$ cat config.mk
export PLATFORM = sky130hd
export DESIGN_NAME = sdram_frame_reader
export DESIGN_NICKNAME = d
export VERILOG_FILES = /design/src/rtl/sdram_reader_pkg.sv /design/src/rtl/sync_fifo_fwft.sv /design/src/rtl/sdram_frame_reader.sv
export SDC_FILE = /design/constraint.sdc
export NUM_CORES = 1
export LEC_CHECK = 0
export ABC_AREA = 1
export BUFFER_PORTS_ARGS = -buffer_cell sky130_fd_sc_hd__buf_2
export CORE_MARGIN = 4
export CORE_UTILIZATION = 50
export CTS_BUF_LIST = sky130_fd_sc_hd__clkbuf_8 sky130_fd_sc_hd__clkbuf_16
export DETAILED_ROUTE_END_ITERATION = 12
export GPL_ROUTABILITY_DRIVEN = 1
export PLACE_DENSITY = 0.77
export SETUP_SLACK_MARGIN = 0.05
export SLEW_MARGIN = 20
export SYNTH_ARGS = -nofsm -noshare
export SYNTH_HDL_FRONTEND = slang
export SYNTH_SLANG_ARGS = --single-unit
$ cat constraint.sdc
create_clock -name clk_clk -period 6.6 [get_ports clk_clk]
set_input_delay 1.32 -clock clk_clk [delete_from_list [all_inputs] [get_ports clk_clk]]
set_output_delay 1.32 -clock clk_clk [all_outputs]
set_load 0.02 [all_outputs]
$ cat src/rtl/sdram_reader_pkg.sv
// Shared types and constants for the SDRAM frame reader.
package sdram_reader_pkg;

  localparam int unsigned DEF_ADDR_W = 24;
  localparam int unsigned DEF_DATA_W = 16;

  // s1 byteenable is active-low; all bytes are always enabled for reads.
  localparam logic [1:0] BYTEEN_N_ALL = 2'b00;

  typedef enum logic [1:0] {
    IDLE,
    ISSUE,
    DRAIN,
    DONE
  } state_t;

endpackage

$ cat src/rtl/sync_fifo_fwft.sv
// First-word-fall-through synchronous FIFO: pop_data always shows the head entry.
// Pushes when full and pops when empty are ignored.
module sync_fifo_fwft #(
  parameter int unsigned DEPTH = 16,
  parameter int unsigned WIDTH = 16
) (
  input  logic                     clk,
  input  logic                     rst_n,
  input  logic                     push,
  input  logic [WIDTH-1:0]         push_data,
  input  logic                     pop,
  output logic [WIDTH-1:0]         pop_data,
  output logic [$clog2(DEPTH):0]   count,
  output logic                     empty,
  output logic                     full
);

  localparam int unsigned AW = $clog2(DEPTH);

  logic [WIDTH-1:0] mem_q [DEPTH];
  logic [AW-1:0]    wr_ptr_q, wr_ptr_d;
  logic [AW-1:0]    rd_ptr_q, rd_ptr_d;
  logic [AW:0]      count_q, count_d;
  logic             do_push, do_pop;

  // Pointer and occupancy update; simultaneous push and pop keep the count.
  always_comb begin
    do_push  = push & (count_q != (AW+1)'(DEPTH));
    do_pop   = pop & (count_q != '0);
    wr_ptr_d = wr_ptr_q + AW'(do_push);
    rd_ptr_d = rd_ptr_q + AW'(do_pop);
    count_d  = count_q + (AW+1)'(do_push) - (AW+1)'(do_pop);
  end

  // Pointer/count registers with synchronous flush.
  always_ff @(posedge clk) begin
    if (!rst_n) begin
      wr_ptr_q <= '0;
      rd_ptr_q <= '0;
      count_q  <= '0;
    end else begin
      wr_ptr_q <= wr_ptr_d;
      rd_ptr_q <= rd_ptr_d;
      count_q  <= count_d;
    end
  end

  // Storage array; contents need no reset since occupancy gates visibility.
  always_ff @(posedge clk) begin
    if (do_push) begin
      mem_q[wr_ptr_q] <= push_data;
    end
  end

  assign pop_data = mem_q[rd_ptr_q];
  assign count    = count_q;
  assign empty    = (count_q == '0);
  assign full     = (count_q == (AW+1)'(DEPTH));

endmodule

$ cat src/rtl/sdram_frame_reader.sv
// Avalon-MM read master streaming a frame from SDRAM into a FWFT FIFO.
// Optional continuous frame refresh: define SDRAM_READER_LOOP_EN.
module sdram_frame_reader
  import sdram_reader_pkg::*;
#(
  parameter int unsigned ADDR_W     = DEF_ADDR_W,
  parameter int unsigned DATA_W     = DEF_DATA_W,
  parameter int unsigned FIFO_DEPTH = 16,
  parameter int unsigned CNT_W      = 24
) (
  input  logic              clk_clk,
  input  logic              reset_reset_n,
  input  logic              start,
  input  logic              stop,
  input  logic [ADDR_W-1:0] base_addr,
  input  logic [CNT_W-1:0]  word_count,
  output logic              busy,
  output logic              done,
  output logic [ADDR_W-1:0] avm_address,
  output logic [1:0]        avm_byteenable_n,
  output logic              avm_chipselect,
  output logic              avm_read_n,
  output logic              avm_write_n,
  output logic [DATA_W-1:0] avm_writedata,
  input  logic [DATA_W-1:0] avm_readdata,
  input  logic              avm_readdatavalid,
  input  logic              avm_waitrequest,
  output logic [DATA_W-1:0] out_data,
  output logic              out_valid,
  input  logic              out_ready
);

  localparam int unsigned OW = $clog2(FIFO_DEPTH) + 1;

  state_t            state_q, state_d;
  logic [ADDR_W-1:0] addr_q, addr_d;
  logic [CNT_W-1:0]  rem_q, rem_d;
  logic [OW-1:0]     outst_q, outst_d;
  logic              req_q, req_d;
  logic              stop_pend_q, stop_pend_d;
  logic              busy_q, busy_d;
  logic              done_q, done_d;
`ifdef SDRAM_READER_LOOP_EN
  logic [ADDR_W-1:0] base_lat_q, base_lat_d;
  logic [CNT_W-1:0]  cnt_lat_q, cnt_lat_d;
  logic [CNT_W-1:0]  rx_rem_q, rx_rem_d;
  logic              frame_pulse;
`endif

  logic          accept, rx_en, push, pop, hold_req, last_accept, stop_now, credit_ok;
  logic          fifo_empty, fifo_full;
  logic [OW-1:0] fifo_count, fcnt_next;
  logic [OW:0]   credit_sum;

  sync_fifo_fwft #(
    .DEPTH (FIFO_DEPTH),
    .WIDTH (DATA_W)
  ) u_fifo (
    .clk       (clk_clk),
    .rst_n     (reset_reset_n),
    .push      (push),
    .push_data (avm_readdata),
    .pop       (pop),
    .pop_data  (out_data),
    .count     (fifo_count),
    .empty     (fifo_empty),
    .full      (fifo_full)
  );

  // Handshake decode and credit. Credit uses next-cycle occupancy so the
  // registered request drops exactly when FIFO plus in-flight words fill up.
  always_comb begin
    accept      = req_q & ~avm_waitrequest;
    rx_en       = avm_readdatavalid & ((state_q == ISSUE) | (state_q == DRAIN));
    push        = rx_en & ~fifo_full;
    pop         = ~fifo_empty & out_ready;
    outst_d     = outst_q + OW'(accept) - OW'(rx_en);
    fcnt_next   = fifo_count + OW'(push) - OW'(pop);
    credit_sum  = {1'b0, fcnt_next} + {1'b0, outst_d};
    credit_ok   = credit_sum < (OW+1)'(FIFO_DEPTH);
    hold_req    = req_q & avm_waitrequest;
    last_accept = accept & (rem_q == CNT_W'(1));
    stop_now    = stop | stop_pend_q;
  end

  // Control FSM next-state and registered-output computation.
  always_comb begin
    state_d     = state_q;
    addr_d      = addr_q;
    rem_d       = rem_q;
    req_d       = req_q;
    stop_pend_d = stop_pend_q;
`ifdef SDRAM_READER_LOOP_EN
    base_lat_d  = base_lat_q;
    cnt_lat_d   = cnt_lat_q;
    rx_rem_d    = rx_rem_q;
    frame_pulse = rx_en & (rx_rem_q == CNT_W'(1));
    if (rx_en) begin
      rx_rem_d = (rx_rem_q == CNT_W'(1)) ? cnt_lat_q : rx_rem_q - CNT_W'(1);
    end
`endif
    if (accept) begin
      addr_d = addr_q + ADDR_W'(1);
      rem_d  = rem_q - CNT_W'(1);
    end

    unique case (state_q)
      IDLE: begin
        req_d       = 1'b0;
        stop_pend_d = 1'b0;
        if (start) begin
          if (word_count != '0) begin
            state_d = ISSUE;
            addr_d  = base_addr;
            rem_d   = word_count;
            req_d   = 1'b1;
`ifdef SDRAM_READER_LOOP_EN
            base_lat_d = base_addr;
            cnt_lat_d  = word_count;
            rx_rem_d   = word_count;
`endif
          end else begin
            state_d = DONE;
          end
        end
      end
      ISSUE: begin
`ifdef SDRAM_READER_LOOP_EN
        if (last_accept) begin
          addr_d = base_lat_q;
          rem_d  = cnt_lat_q;
        end
`endif
        // A stop seen while a request is stalled is remembered so the
        // presented request stays stable until the slave takes it.
        if (stop_now && !hold_req) begin
          state_d     = DRAIN;
          req_d       = 1'b0;
          stop_pend_d = 1'b0;
        end else if (stop_now) begin
          stop_pend_d = 1'b1;
`ifndef SDRAM_READER_LOOP_EN
        end else if (last_accept) begin
          state_d = DRAIN;
          req_d   = 1'b0;
`endif
        end else begin
          req_d = hold_req | credit_ok;
        end
      end
      DRAIN: begin
        req_d = 1'b0;
        if ((outst_d == '0) && (fcnt_next == '0)) begin
          state_d = DONE;
        end
      end
      DONE: begin
        req_d   = 1'b0;
        state_d = IDLE;
      end
      default: begin
        req_d   = 1'b0;
        state_d = IDLE;
      end
    endcase

    busy_d = (state_d == ISSUE) | (state_d == DRAIN);
`ifdef SDRAM_READER_LOOP_EN
    done_d = (state_d == DONE) | frame_pulse;
`else
    done_d = (state_d == DONE);
`endif
  end

  // Control state registers with synchronous active-low reset.
  always_ff @(posedge clk_clk) begin
    if (!reset_reset_n) begin
      state_q     <= IDLE;
      addr_q      <= '0;
      rem_q       <= '0;
      outst_q     <= '0;
      req_q       <= 1'b0;
      stop_pend_q <= 1'b0;
      busy_q      <= 1'b0;
      done_q      <= 1'b0;
`ifdef SDRAM_READER_LOOP_EN
      base_lat_q  <= '0;
      cnt_lat_q   <= '0;
      rx_rem_q    <= '0;
`endif
    end else begin
      state_q     <= state_d;
      addr_q      <= addr_d;
      rem_q       <= rem_d;
      outst_q     <= outst_d;
      req_q       <= req_d;
      stop_pend_q <= stop_pend_d;
      busy_q      <= busy_d;
      done_q      <= done_d;
`ifdef SDRAM_READER_LOOP_EN
      base_lat_q  <= base_lat_d;
      cnt_lat_q   <= cnt_lat_d;
      rx_rem_q    <= rx_rem_d;
`endif
    end
  end

  assign busy             = busy_q;
  assign done             = done_q;
  assign avm_address      = addr_q;
  assign avm_chipselect   = req_q;
  assign avm_read_n       = ~req_q;
  assign avm_byteenable_n = BYTEEN_N_ALL;
  assign avm_write_n      = 1'b1;
  assign avm_writedata    = '0;
  assign out_valid        = ~fifo_empty;

endmodule

==> out/metrics.csv <==
stage;metric;value;unit
run_status;run status;finished, final reports clean;
die;initial core utilization;50.9;%
yosys;Gate Count Post-Synth;1444;
final_layout;post-route insts no fill;1963;
hold_path;HP Class;register to register;
grt;gr ovfl total;0;
power;pwr dens;373;nW/µm²
placed_design;Cell Area, Placed;16000;µm²
setup_path;Reg2Reg Capture Point;busy;
die;Die H;182;µm
setup_path;Worst R2R Setup Slack;3480;ps
die;DIE WIDTH;182;µm
timing;Final min period;4530;ps
clocking;CTS Hold Bufs;0;
clocking;CTS tree;done;
yosys;Syn Area/Cell;10.5;µm²
clocking;Root Driver;clkbuf_16;
grt;first-pass GRT wire length;55.0;mm
final_layout;ANT cells;0;
timing;Worst Clk Skew;23.1;ps
setup_path;Setup CP Type;register to output pin;
route;via count;10800;
clocking;Reg clk slew, reported paths;50;ps
clocking;CTS max path bufs;3;
setup_path;crit end category;output pin;
timing;RSZ-0062 raised after global routing;false;
power;static leakage;6.87;nW
clocking;CTS Buf Count;35;
setup_path;Crit path required time;5280;ps
final_layout;# fillers;2392;
setup_path;CP max FO;18;
route;Starting DRT DRC Count;919;
yosys;post-synthesis cell area;15100;µm²
setup_path;worst path cell trace;clkinv_1 > o211ai_1 > nand2_1 > buf_2;
power;Peak VDD IR;0.252;mV
run;max-cap viol count;0;
placed_design;Inst Count DP;1898;
clocking;post-CTS resize count;0;
setup_path;Crit path largest cell delay;960;ps
timing;setup violators final;0;
clocking;worst skew pair latency;530;ps
die;total core area;29700;µm²
route;post-route ant nets;0;
clocking;postcts setup bufs;0;
route;DR vias/cell;5.52;
setup_path;RR Startpoint;u_fifo.count[3];
grt;antenna violations before repair;2;
timing;f_max;0.221;GHz
setup_path;worst setup path end;out_data[0];
yosys;synth warn;0;
placed_design;hpwl dp;21.2;mm
route;routed wire length;35.1;mm
setup_path;CP Launch Type;register;
yosys;sequential area share after synthesis;60.3;%
yosys;Yosys reg bits;328;
clocking;clk sinks;328;
final_layout;nets@finish;1648;
yosys;library cells used by synthesis;44;
timing;final hold violations;0;
route;DR pass1 iterations;7;
timing;setup TNS;0;ps
timing;worst slew margin relative to its limit;31.8;%
final_layout;P&R area growth vs syn;13.4;%
timing;max-slew violation count;0;
clocking;H-tree depth;2;
setup_path;Critical path origin;u_fifo.rd_ptr_q[3];
setup_path;Arrival @ worst endpoint;3210;ps
grt;vias in the first global route;10500;
final_layout;post-route design area;17200;µm²
die;die area;33100;µm²
final_layout;most frequent cells in the layout;edfxtp_1, inv_1, nand2_1;
timing;worst-margin pin slew;1020;ps
placed_design;# port buffers;115;
grt;GRT Util Overall;20.7;%
final_layout;Layout Utilization;57.7;%
die;# rows;63;
final_layout;commonest non-fill, non-tap cell in the layout;edfxtp_1;
route;Residual DRC;0;
die;# IOs;135;
setup_path;slowest CP cell;dfxtp_1;
power;Tot Pwr;6.40;mW
placed_design;RePlAce Congestion;0.879;
final_layout;layout cells sized above 1;14.2;%
setup_path;cells on worst reg2reg path;23;
grt;largest net degree at the start of global routing;99;
route;Routed wire per std cell;17.9;µm
timing;final cycle utilization of the critical path;68.7;%
## synthesized netlist by cell type (all sizes together)
library cell	number	area share, %
conb	2	0.050
o21ai	144	4.8
o21a	1	0.050
nand3	68	2.4
fa	3	0.40
ha	28	2.3
edfxtp	256	51
clkinv	2	0.050
nand4	8	0.33
clkbuf	35	0.88
mux2i	64	4.2
nor4	4	0.17
and3	1	0.041
buf	47	2.0
o211ai	64	3.2
dfxtp	72	9.5
a211oi	1	0.050
nand2	167	4.3
nand3b	2	0.099
or2	10	0.41
o22ai	2	0.083
xor2	28	1.6
nor2	123	3.3
xnor2	8	0.46
inv	199	4.9
nor3	7	0.34
o211a	2	0.13
a21oi	95	3.1
o31ai	1	0.050
## per-stage QoR
stage | hold slack (ps) | worst slack [ps]
after detailed placement | 498 | 2630
after floorplan | 470 | 2900
final | 513 | 2070
after CTS | 511 | 2120
after global placement | 490 | 2610
after global routing | 536 | 1910
## per-layer routing
metal  track usage (%)  share of wire [%]  vias up
li1                  -                  -     5138
met1              28.2                 43     5166
met2              33.6                 46      458
met3              4.35                8.1       76
met4              6.24                2.7        4
met5                 0              0.057        -
## worst max-delay path: cells and delay by family, from the launching register on
family	cells	cell delay, ps
flip-flops	1	960
AND/OR/NAND/NOR	1	190
AO/OA/AOI/OAI	1	380
buffers and inverters	2	1160
## where the power goes
part           internal [mW]  total [mW]  switching (mW)
Combinational          0.706        1.97            1.27
Sequential              2.39        2.56           0.168
Clock                   1.07        1.87           0.798
## cells by family after synthesis
logic type	count (synthesis)	share of synthesized area, %
AOI/OAI and AO/OA	310	11.4
DFF	328	60.3
xor gates and xnor gates	36	2.08
buffers and inverters	283	7.82
adders and majority gates	31	2.71
muxes	64	4.23
and+or+nand+nor	390	11.4
other	2	0.0496
## sequential cells by signal, indices dropped and copies added (netlist names)
name,count
done,1
avm_chipselect,1
state_q,2
rem_q,24
busy,1
outst_q,5
u_fifo.rd_ptr_q,4
avm_address,24
u_fifo.mem_q,256
stop_pend_q,1
u_fifo.count,5
u_fifo.wr_ptr_q,4
## how the worst min path moves through the flow
stage,to,depth (start not counted),startpoint
6_report,rem_q[7],2,rem_q[7]
2_1_floorplan,rem_q[7],2,rem_q[7]
3_5_place_dp,rem_q[5],2,rem_q[5]
4_1_cts,rem_q[7],2,rem_q[7]
3_3_place_gp,rem_q[7],2,rem_q[7]
5_1_grt,avm_address[6],2,avm_address[6]
## layout make-up
cell class	count	area [µm²]	area share, %
sequential	328	9140	53.2
tap	390	488	2.84
clock buffer	36	890	5.18
clock inverter	28	214	1.25
timing repair buffer	130	713	4.16
inverter	201	754	4.40
multi-input combinational	850	4970	28.9
Power figures use the tool's default switching activity.
